## src/rtl/instr_fetch_unit_if.sv

```systemverilog
// Instruction memory read bus: address/request from the fetch unit,
// data/ready back from memory.
interface instr_fetch_unit_if;
  logic [31:0] mem_addr;
  logic        mem_rd;
  logic        mem_ready;
  logic [31:0] mem_data;

  // Fetch unit side: issues the request, receives the instruction word.
  modport master (
    output mem_addr,
    output mem_rd,
    input  mem_ready,
    input  mem_data
  );

  // Memory side: sees the request, returns data with ready.
  modport slave (
    input  mem_addr,
    input  mem_rd,
    output mem_ready,
    output mem_data
  );
endinterface

```

## src/rtl/instr_fetch_unit.sv

```systemverilog
// Instruction fetch unit: reads the PC, fetches one instruction word over a
// ready handshake, holds it in IR until decode accepts it, pulses IncPC once
// per completed fetch, and raises a sticky fault if memory never answers.
module instr_fetch_unit #(
  parameter int WAIT_LIMIT = 16,
  parameter int CNT_W      = 5
) (
  input  logic                 clock,
  input  logic                 clear_n,
  input  logic                 run,
  input  logic                 flush,
  input  logic [31:0]          pc_in,
  instr_fetch_unit_if.master   mem,
  output logic [31:0]          ir_out,
  output logic [31:0]          ir_pc,
  output logic                 ir_valid,
  input  logic                 ir_accept,
  output logic                 IncPC,
  output logic                 fault
);

  typedef enum logic [1:0] {IDLE, FETCH, HOLD, FAULT} state_t;

  // Counter value at which one more unanswered FETCH cycle means timeout.
  localparam logic [CNT_W-1:0] LAST_WAIT = CNT_W'(WAIT_LIMIT - 1);

  state_t           state_q, state_d;
  logic [CNT_W-1:0] wait_cnt_q, wait_cnt_d;
  logic [31:0]      ir_out_q, ir_out_d;
  logic [31:0]      ir_pc_q, ir_pc_d;
  logic             ir_valid_q, ir_valid_d;
  logic             incpc_q, incpc_d;
  logic             fault_q, fault_d;

  // State and datapath registers; clear_n returns everything to idle at once.
  always_ff @(posedge clock or negedge clear_n) begin
    if (!clear_n) begin
      state_q    <= IDLE;
      wait_cnt_q <= '0;
      ir_out_q   <= '0;
      ir_pc_q    <= '0;
      ir_valid_q <= 1'b0;
      incpc_q    <= 1'b0;
      fault_q    <= 1'b0;
    end else begin
      state_q    <= state_d;
      wait_cnt_q <= wait_cnt_d;
      ir_out_q   <= ir_out_d;
      ir_pc_q    <= ir_pc_d;
      ir_valid_q <= ir_valid_d;
      incpc_q    <= incpc_d;
      fault_q    <= fault_d;
    end
  end

  // Next-state logic; flush overrides ready, accept and timeout so a
  // discarded fetch never loads IR nor increments the PC.
  always_comb begin
    state_d    = state_q;
    wait_cnt_d = wait_cnt_q;
    ir_out_d   = ir_out_q;
    ir_pc_d    = ir_pc_q;
    ir_valid_d = ir_valid_q;
    incpc_d    = 1'b0;
    fault_d    = fault_q;

    if (flush) begin
      state_d    = IDLE;
      ir_valid_d = 1'b0;
      wait_cnt_d = '0;
      fault_d    = 1'b0;
    end else begin
      case (state_q)
        IDLE: begin
          if (run) begin
            state_d    = FETCH;
            wait_cnt_d = '0;
          end
        end
        FETCH: begin
          if (mem.mem_ready) begin
            ir_out_d   = mem.mem_data;
            ir_pc_d    = pc_in;
            ir_valid_d = 1'b1;
            incpc_d    = 1'b1;
            wait_cnt_d = '0;
            state_d    = HOLD;
          end else if (wait_cnt_q == LAST_WAIT) begin
            fault_d    = 1'b1;
            wait_cnt_d = '0;
            state_d    = FAULT;
          end else begin
            wait_cnt_d = wait_cnt_q + CNT_W'(1);
          end
        end
        HOLD: begin
          if (ir_accept) begin
            ir_valid_d = 1'b0;
            wait_cnt_d = '0;
            state_d    = run ? FETCH : IDLE;
          end
        end
        FAULT: begin
          ir_valid_d = 1'b0;
        end
        default: begin
          state_d = IDLE;
        end
      endcase
    end
  end

  // Memory request is only ever presented while fetching.
  assign mem.mem_rd   = (state_q == FETCH);
  assign mem.mem_addr = (state_q == FETCH) ? pc_in : 32'h0;

  assign ir_out   = ir_out_q;
  assign ir_pc    = ir_pc_q;
  assign ir_valid = ir_valid_q;
  assign IncPC    = incpc_q;
  assign fault    = fault_q;

endmodule
```

## src/flat_wrapper.sv

```systemverilog
// flat-port wrapper written by rule: the top's interface ports become plain ports
module instr_fetch_unit_flat 
#(
  parameter int WAIT_LIMIT = 16,
  parameter int CNT_W      = 5
)
  (clock, clear_n, run, flush, pc_in, ir_out, ir_pc, ir_valid, ir_accept, IncPC, fault, mem_mem_addr, mem_mem_rd, mem_mem_ready, mem_mem_data);
  instr_fetch_unit_if mem_i ();
  input  logic clock;
  input  logic clear_n;
  input  logic run;
  input  logic flush;
  input  logic [31:0] pc_in;
  output logic [31:0] ir_out;
  output logic [31:0] ir_pc;
  output logic ir_valid;
  input  logic ir_accept;
  output logic IncPC;
  output logic fault;
  output wire logic [$bits(mem_i.mem_addr)-1:0] mem_mem_addr;
  output wire logic [$bits(mem_i.mem_rd)-1:0] mem_mem_rd;
  input wire logic [$bits(mem_i.mem_ready)-1:0] mem_mem_ready;
  input wire logic [$bits(mem_i.mem_data)-1:0] mem_mem_data;
  assign mem_mem_addr = mem_i.mem_addr;
  assign mem_mem_rd = mem_i.mem_rd;
  assign mem_i.mem_ready = mem_mem_ready;
  assign mem_i.mem_data = mem_mem_data;
  instr_fetch_unit #(.WAIT_LIMIT(WAIT_LIMIT), .CNT_W(CNT_W)) u_core (.clock(clock), .clear_n(clear_n), .run(run), .flush(flush), .pc_in(pc_in), .mem(mem_i), .ir_out(ir_out), .ir_pc(ir_pc), .ir_valid(ir_valid), .ir_accept(ir_accept), .IncPC(IncPC), .fault(fault));
endmodule
```

## config.mk

```make
export PLATFORM = sky130hd
export DESIGN_NAME = instr_fetch_unit_flat
export DESIGN_NICKNAME = d
export VERILOG_FILES = /design/src/rtl/instr_fetch_unit_if.sv /design/src/rtl/instr_fetch_unit.sv /design/src/flat_wrapper.sv
export SDC_FILE = /design/constraint.sdc
export NUM_CORES = 1
export LEC_CHECK = 0
export CAP_MARGIN = 20
export CORE_UTILIZATION = 48
export CTS_CLUSTER_SIZE = 10
export DETAILED_ROUTE_END_ITERATION = 8
export DONT_BUFFER_PORTS = 1
export PLACE_DENSITY_LB_ADDON = 0.1
export SYNTH_ARGS = -nofsm -noshare
export SYNTH_HDL_FRONTEND = slang
export SYNTH_SLANG_ARGS = --single-unit
```

## constraint.sdc

```tcl
create_clock -name clock -period 3.8 [get_ports clock]
set_clock_uncertainty 0.1 [all_clocks]
set_input_delay 0.76 -clock clock [delete_from_list [all_inputs] [get_ports clock]]
set_output_delay 0.76 -clock clock [all_outputs]
set_load 0.03 [all_outputs]
```

Yosys cells after proc, flatten, opt, wreduce, memory -nomap -nowiden
Index checks and enable logic that the tools add are counted.

Bits in registers: 74. Input bits: 70. Output and inout bits: 100. Logic and storage cells: 53.

Add/subtract/negate cells: 1. Eq/ne operators: 9. Mux-type cells: 25. Bitwise gates (word level): 1. Reductions and logical operators: 10.

Operators by type and width (count): $mux W32 (1); $mux W5 (5); $pmux W5 S3 (1); $reduce_and A3 Y1 (4); $mux W1 (11); $mux W2 (5); $reduce_bool A4 Y1 (2); $ne A3 B3 Y1 const B (2); $pmux W2 S3 (1); $add A5 B1 Y5 const B (1); $eq A5 B4 Y1 const B (1); $eq A2 B2 Y1 const B (2); $ne A4 B2 Y1 const B (1); $reduce_and A4 Y1 (1); $reduce_bool A2 Y1 (2); $ne A3 B2 Y1 const B (1); $pmux W1 S3 (1); $eq A2 B1 Y1 const B (1); $logic_not A2 Y1 (1); $ne A2 B2 Y1 const B (1); $not A1 Y1 (1).

Logic depth before layout (Yosys ltp)
Depth after elaboration: 5. Mapped depth: 7. Mapped depth without buffers: 6.

Worst setup path before layout
OpenSTA, ideal clock, no wires.

Path kind: register -> output. From: reg u_core.state_q[1]. To: out mem_mem_addr[0]. Arrival: 1.430 ns. Required time: 2.940 ns. Setup slack: 1.510 ns. Stages on the path, launching flop included: 5. Path buffers: 1. Path through: dfrtp_1 > inv_1 > ha_1 > clkbuf_1 > and2_1.

Word-level cells in the longest chain between the ends: 2.

RTL lines: start: declaration (line instr_fetch_unit.sv:27) `state_t state_q, state_d;`; start signal: assignment (line instr_fetch_unit.sv:46) `state_q <= state_d;`; $eq A2 B1 Y1; via mem_mem_rd (line flat_wrapper.sv:21) `output wire logic [$bits(mem_i.mem_rd)-1:0] mem_mem_rd;`; $mux W32 (line instr_fetch_unit.sv:115) `assign mem.mem_addr = (state_q == FETCH) ? pc_in : 32'h0;`; end: declaration (line flat_wrapper.sv:20) `output wire logic [$bits(mem_i.mem_addr)-1:0] mem_mem_addr;`.

The timed path passes the listed nets, and every way through them passes these cells.

Worst setup path in the final report
From: reg u_core.state_q[1]. To: out mem_mem_addr[27].

Word-level cells in the longest chain between the ends: 2.

RTL lines (line): $eq A2 B1 Y1 (instr_fetch_unit.sv:115); $mux W32 (instr_fetch_unit.sv:115).

No other way between the ends.

==> metrics.sh <==
OUTCOME='finished clean'
SYNTHESIS.NETS=302
TIMING.RR.END='u_core.state_q[1]'
MULTI_INPUT_COMB_AREA_UM2=1200
REQUIRED_NS=2.94
YS_FF_LATCH=74
CTS-ROOT-TO-SINK-BUFFERS=2
WORST_SLEW_PIN_TRAN_NS=0.878
R2R_CELLS=6
I_O_PIN_CNT=170
YOSYS.AREA_SHARE.ADDER=0.0200
FP.DIEH_UM=82.8
PWR_DENSITY_CELL_nW_PER_UM2=1040
WORST_SKEW_LATE_LATENCY_NS=0.34
CTS_REPAIR_RESIZE_COUNT=0
STATIC_LEAKAGE_nW=1.51
FINALSETUPTNS_NS=0
FINAL.MIN_CLOCK_PERIOD_NS=2.89
HTREE_LEVELS=3
AVGSYNTHCELLAREA_UM2=13.8
ROUTEDWLPERCELL_UM=18.8
ANTENNA_VIOLATING_NETS_POST_ROUTE=0
CRITICAL_PATH.MAX_FANOUT=36
POST_SYNTH_MAIN_AREA_CONTRIBUTORS='sky130_fd_sc_hd__dfrtp_1 (59%), sky130_fd_sc_hd__mux2_1 (23%), sky130_fd_sc_hd__and2_1 (6.4%), sky130_fd_sc_hd__ha_1 (2.0%), sky130_fd_sc_hd__a21oi_1 (0.80%)'
SYNTH.LIB_CELLS_USED.DISTINCT=29
SYNTH-XOR-AREA-SHARE=0
LAYOUT_COMMON_CELLS='sky130_fd_sc_hd__dfrtp_1 (74), sky130_fd_sc_hd__mux2_1 (65), sky130_fd_sc_hd__and2_1 (32)'
STARTING_DENSITY_OF_THE_CORE=0.496
CTS_TREE='done'
MOSTFREQUENTLAYOUTCELL='sky130_fd_sc_hd__dfrtp_1'
TRACK_USAGE=0.169
CRITICAL_PATH.REG2REG.STARTPOINT='u_core.state_q[1]'
HOLDCRITPATHCLASS='in2async'
SETUP_VIOLATIONS=0
CLKSINKCOUNT=74
ROUTE.DETAILED.VIAS_PER_INST=5.62
NUMBER_OF_INSTANCES_IN_THE_SYNTHESIZED_NETLIST=227
DRIVE_ABOVE_1_SHARE=0.0975
ROUTE.VIAS.TOTAL=1760
NFILLCELLS=528
TIMING.FINAL.HOLD_VIOLATIONS=0
FINAL.PERIOD_UTILIZATION=0.760
PRE_CTS_WS_NS=1.24
COMBINATIONAL_FAMILY_WITH_THE_MOST_AREA_AFTER_SYNTHESIS='multiplexers'
DRV.MAX_CAP_VIOLATION_COUNT=0
YS.WARNINGS.COUNT=0
DRT_ITER0_DRC=35
DRC=0
END_KIND='output pin'
ANTENNADIODECOUNT=0
IO_BUFFERS=0
DETAILEDPLACEMENTHPWL_MM=4.36
SYNTH.CELL_AREA_UM2=3130
GRT_ANTENNA_BEFORE_REPAIR=0
MAXSLEWHEADROOM=0.415
CTS_INSERTED_BUFFERS=9
CTS.ROOT.BUFFER_CELL='sky130_fd_sc_hd__clkbuf_8'
REG2REG_SETUP_SLACK_NS=1.30
SYNTH_TOP_AREA_CELL='sky130_fd_sc_hd__dfrtp_1'
MAX_FREQ_MHz=346
NUM-NETS-FINAL=306
LAYOUT.AREA.SEQ_UM2=1850
FINAL_MAX_SLEW_VIOL_COUNT=0
SYNTH_LARGEST_TYPE_AREA_FRACTION=0.591
SYNTHESIZED_AREA_FRACTION_OCCUPIED_BY_AND_OR_NAND_NOR_CELLS=0.0971
DIE_FOOTPRINT_UM2=6850
ROUTE.FINAL.WIRE_LENGTH_MM=5.88
DIE_WIDTH_UM=82.8
RSZ0062_AT_GRT='false'
CLK_PIN_SLEW_WORST_PATHS_NS=0.08
CORE.ROWCOUNT=29
GRT_MAX_DEGREE=75
YS_SEQ_AREA_FRAC=0.591
CRITPATHARRIVALTIME_NS=2.03
CRIT_SLOWEST_CELL='sky130_fd_sc_hd__ha_1'
WORSTPATHCELLLIST='inv_1 > ha_1 > and2_1'
WORST_SETUP_PATH_START_KIND='flip-flop'
SYN2LAYOUT_AREA_GROWTH_PCT=9.07
WORST_VDD_IR_V=0.000516
GRT_PASS1_VIAS=1772
PLACEABLECOREAREA_UM2=6310
FIRST_PASS_ITERS=4
CRITPATHKIND='reg2out'
SYNTH_COMPOUND_GATE_AREA_SHARE=0.0320
GLOBALPLACE.CONGESTION=0.732
CRITICAL-PATH-MAX-STAGE-DELAY_NS=0.73
TOTALPOWERFINAL_mW=3.54
GRT_PASS1_WL_MM=8.23
GLOBALROUTEOVERFLOWTOTAL=0
POST-CTS-SETUP-BUFFER-COUNT=0
POST_SYNTH_MUX_AREA_SHARE=0.234
FINAL_SETUP_MARGIN_NS=0.912
## critical path: cells and delay by family (launching register included)
kind	cells	cell delay, ns
flops	1	0.41
buf+inv	1	0.10
fa+ha+maj	1	0.73
simple gates	1	0.44
## cell families (layout without fill, tap and decap cells)
family	count (synthesis)	in the layout
flops	74	74
simple gates	50	50
buf+inv	17	26
compound gates	16	16
mux	65	65
fa+ha+maj	5	5
## cells in the mapped netlist
cell type                   n
sky130_fd_sc_hd__dfrtp_1   74
sky130_fd_sc_hd__mux2_1    65
sky130_fd_sc_hd__and2_1    32
sky130_fd_sc_hd__a21oi_1    5
sky130_fd_sc_hd__buf_2      5
sky130_fd_sc_hd__ha_1       5
sky130_fd_sc_hd__inv_1      5
sky130_fd_sc_hd__nand2_1    5
sky130_fd_sc_hd__o21ai_1    4
sky130_fd_sc_hd__buf_4      3
sky130_fd_sc_hd__clkbuf_1   3
sky130_fd_sc_hd__nand3_1    2
sky130_fd_sc_hd__nor2_1     2
sky130_fd_sc_hd__nor2b_1    2
sky130_fd_sc_hd__a21o_1     1
sky130_fd_sc_hd__inv_2      1
sky130_fd_sc_hd__nand2b_1   1
sky130_fd_sc_hd__nand3b_1   1
sky130_fd_sc_hd__nor3_1     1
sky130_fd_sc_hd__nor3b_1    1
sky130_fd_sc_hd__nor3b_2    1
sky130_fd_sc_hd__o21a_1     1
sky130_fd_sc_hd__o21ai_0    1
sky130_fd_sc_hd__o22a_1     1
sky130_fd_sc_hd__o31ai_1    1
sky130_fd_sc_hd__o32a_1     1
sky130_fd_sc_hd__o32ai_1    1
sky130_fd_sc_hd__or3b_1     1
sky130_fd_sc_hd__or4_1      1
## metrics by stage
step / hold WS, ns / std cells / cell area (um2) / util
2_1_floorplan: 0.361 / 227 / 3130 / -
3_3_place_gp: 0.366 / 296 / 3190 / 0.506
3_5_place_dp: 0.366 / 296 / 3190 / 0.506
4_1_cts: 0.210 / 313 / 3420 / 0.541
5_1_grt: 0.198 / 313 / 3420 / 0.541
6_report: 0.189 / 313 / 3420 / 0.541
## how the worst max path moves through the flow
| stage | cells after the start | slack [ns] | end | startpoint |
|---|---|---|---|---|
| 3_3_place_gp | 3 | 1.29 | mem_mem_addr[27] | u_core.state_q[1] |
| 6_report | 3 | 0.91 | mem_mem_addr[27] | u_core.state_q[1] |
| 2_1_floorplan | 4 | 1.51 | mem_mem_addr[0] | u_core.state_q[1] |
| 4_1_cts | 3 | 0.85 | mem_mem_addr[27] | u_core.state_q[1] |
| 3_5_place_dp | 3 | 1.24 | mem_mem_addr[27] | u_core.state_q[1] |
| 5_1_grt | 3 | 0.60 | mem_mem_addr[1] | u_core.state_q[1] |
## power breakdown
part           internal, mW  leakage [nW]  switching [mW]
registers              1.14         0.900           0.968
logic                 0.331         0.527           0.508
clock network         0.300        0.0873           0.288
## layer usage
layer / wire length, um / global-route usage / up-vias
met3: 567 / 0.0743 / 12
li1: - / - / 782
met4: 97 / 0.0793 / 0
met5: 0 / 0 / -
met2: 3150 / 0.301 / 100
met1: 2060 / 0.169 / 866
## layout make-up
class,count,area share
Sequential cell,74,0.542
Multi-Input combinational cell,136,0.352
Clock buffer,9,0.0363
Tap cell,77,0.0282
Clock inverter,7,0.0205
Timing Repair Buffer,4,0.0147
Inverter,6,0.00659
## repair_timing
action / in CTS / in global routing
endpoints found under the hold margin: 74 / 0
endpoints found under the setup margin: 0 / 0
hold buffers: 1 / 0
## registers in the layout, indices dropped and copies added, names as in the netlist
| name | cells |
|---|---|
| u_core.fault | 1 |
| u_core.ir_pc | 32 |
| u_core.wait_cnt_q | 5 |
| u_core.state_q | 2 |
| u_core.IncPC | 1 |
| u_core.ir_valid | 1 |
| u_core.ir_out | 32 |
Power figures use the tool's default switching activity.
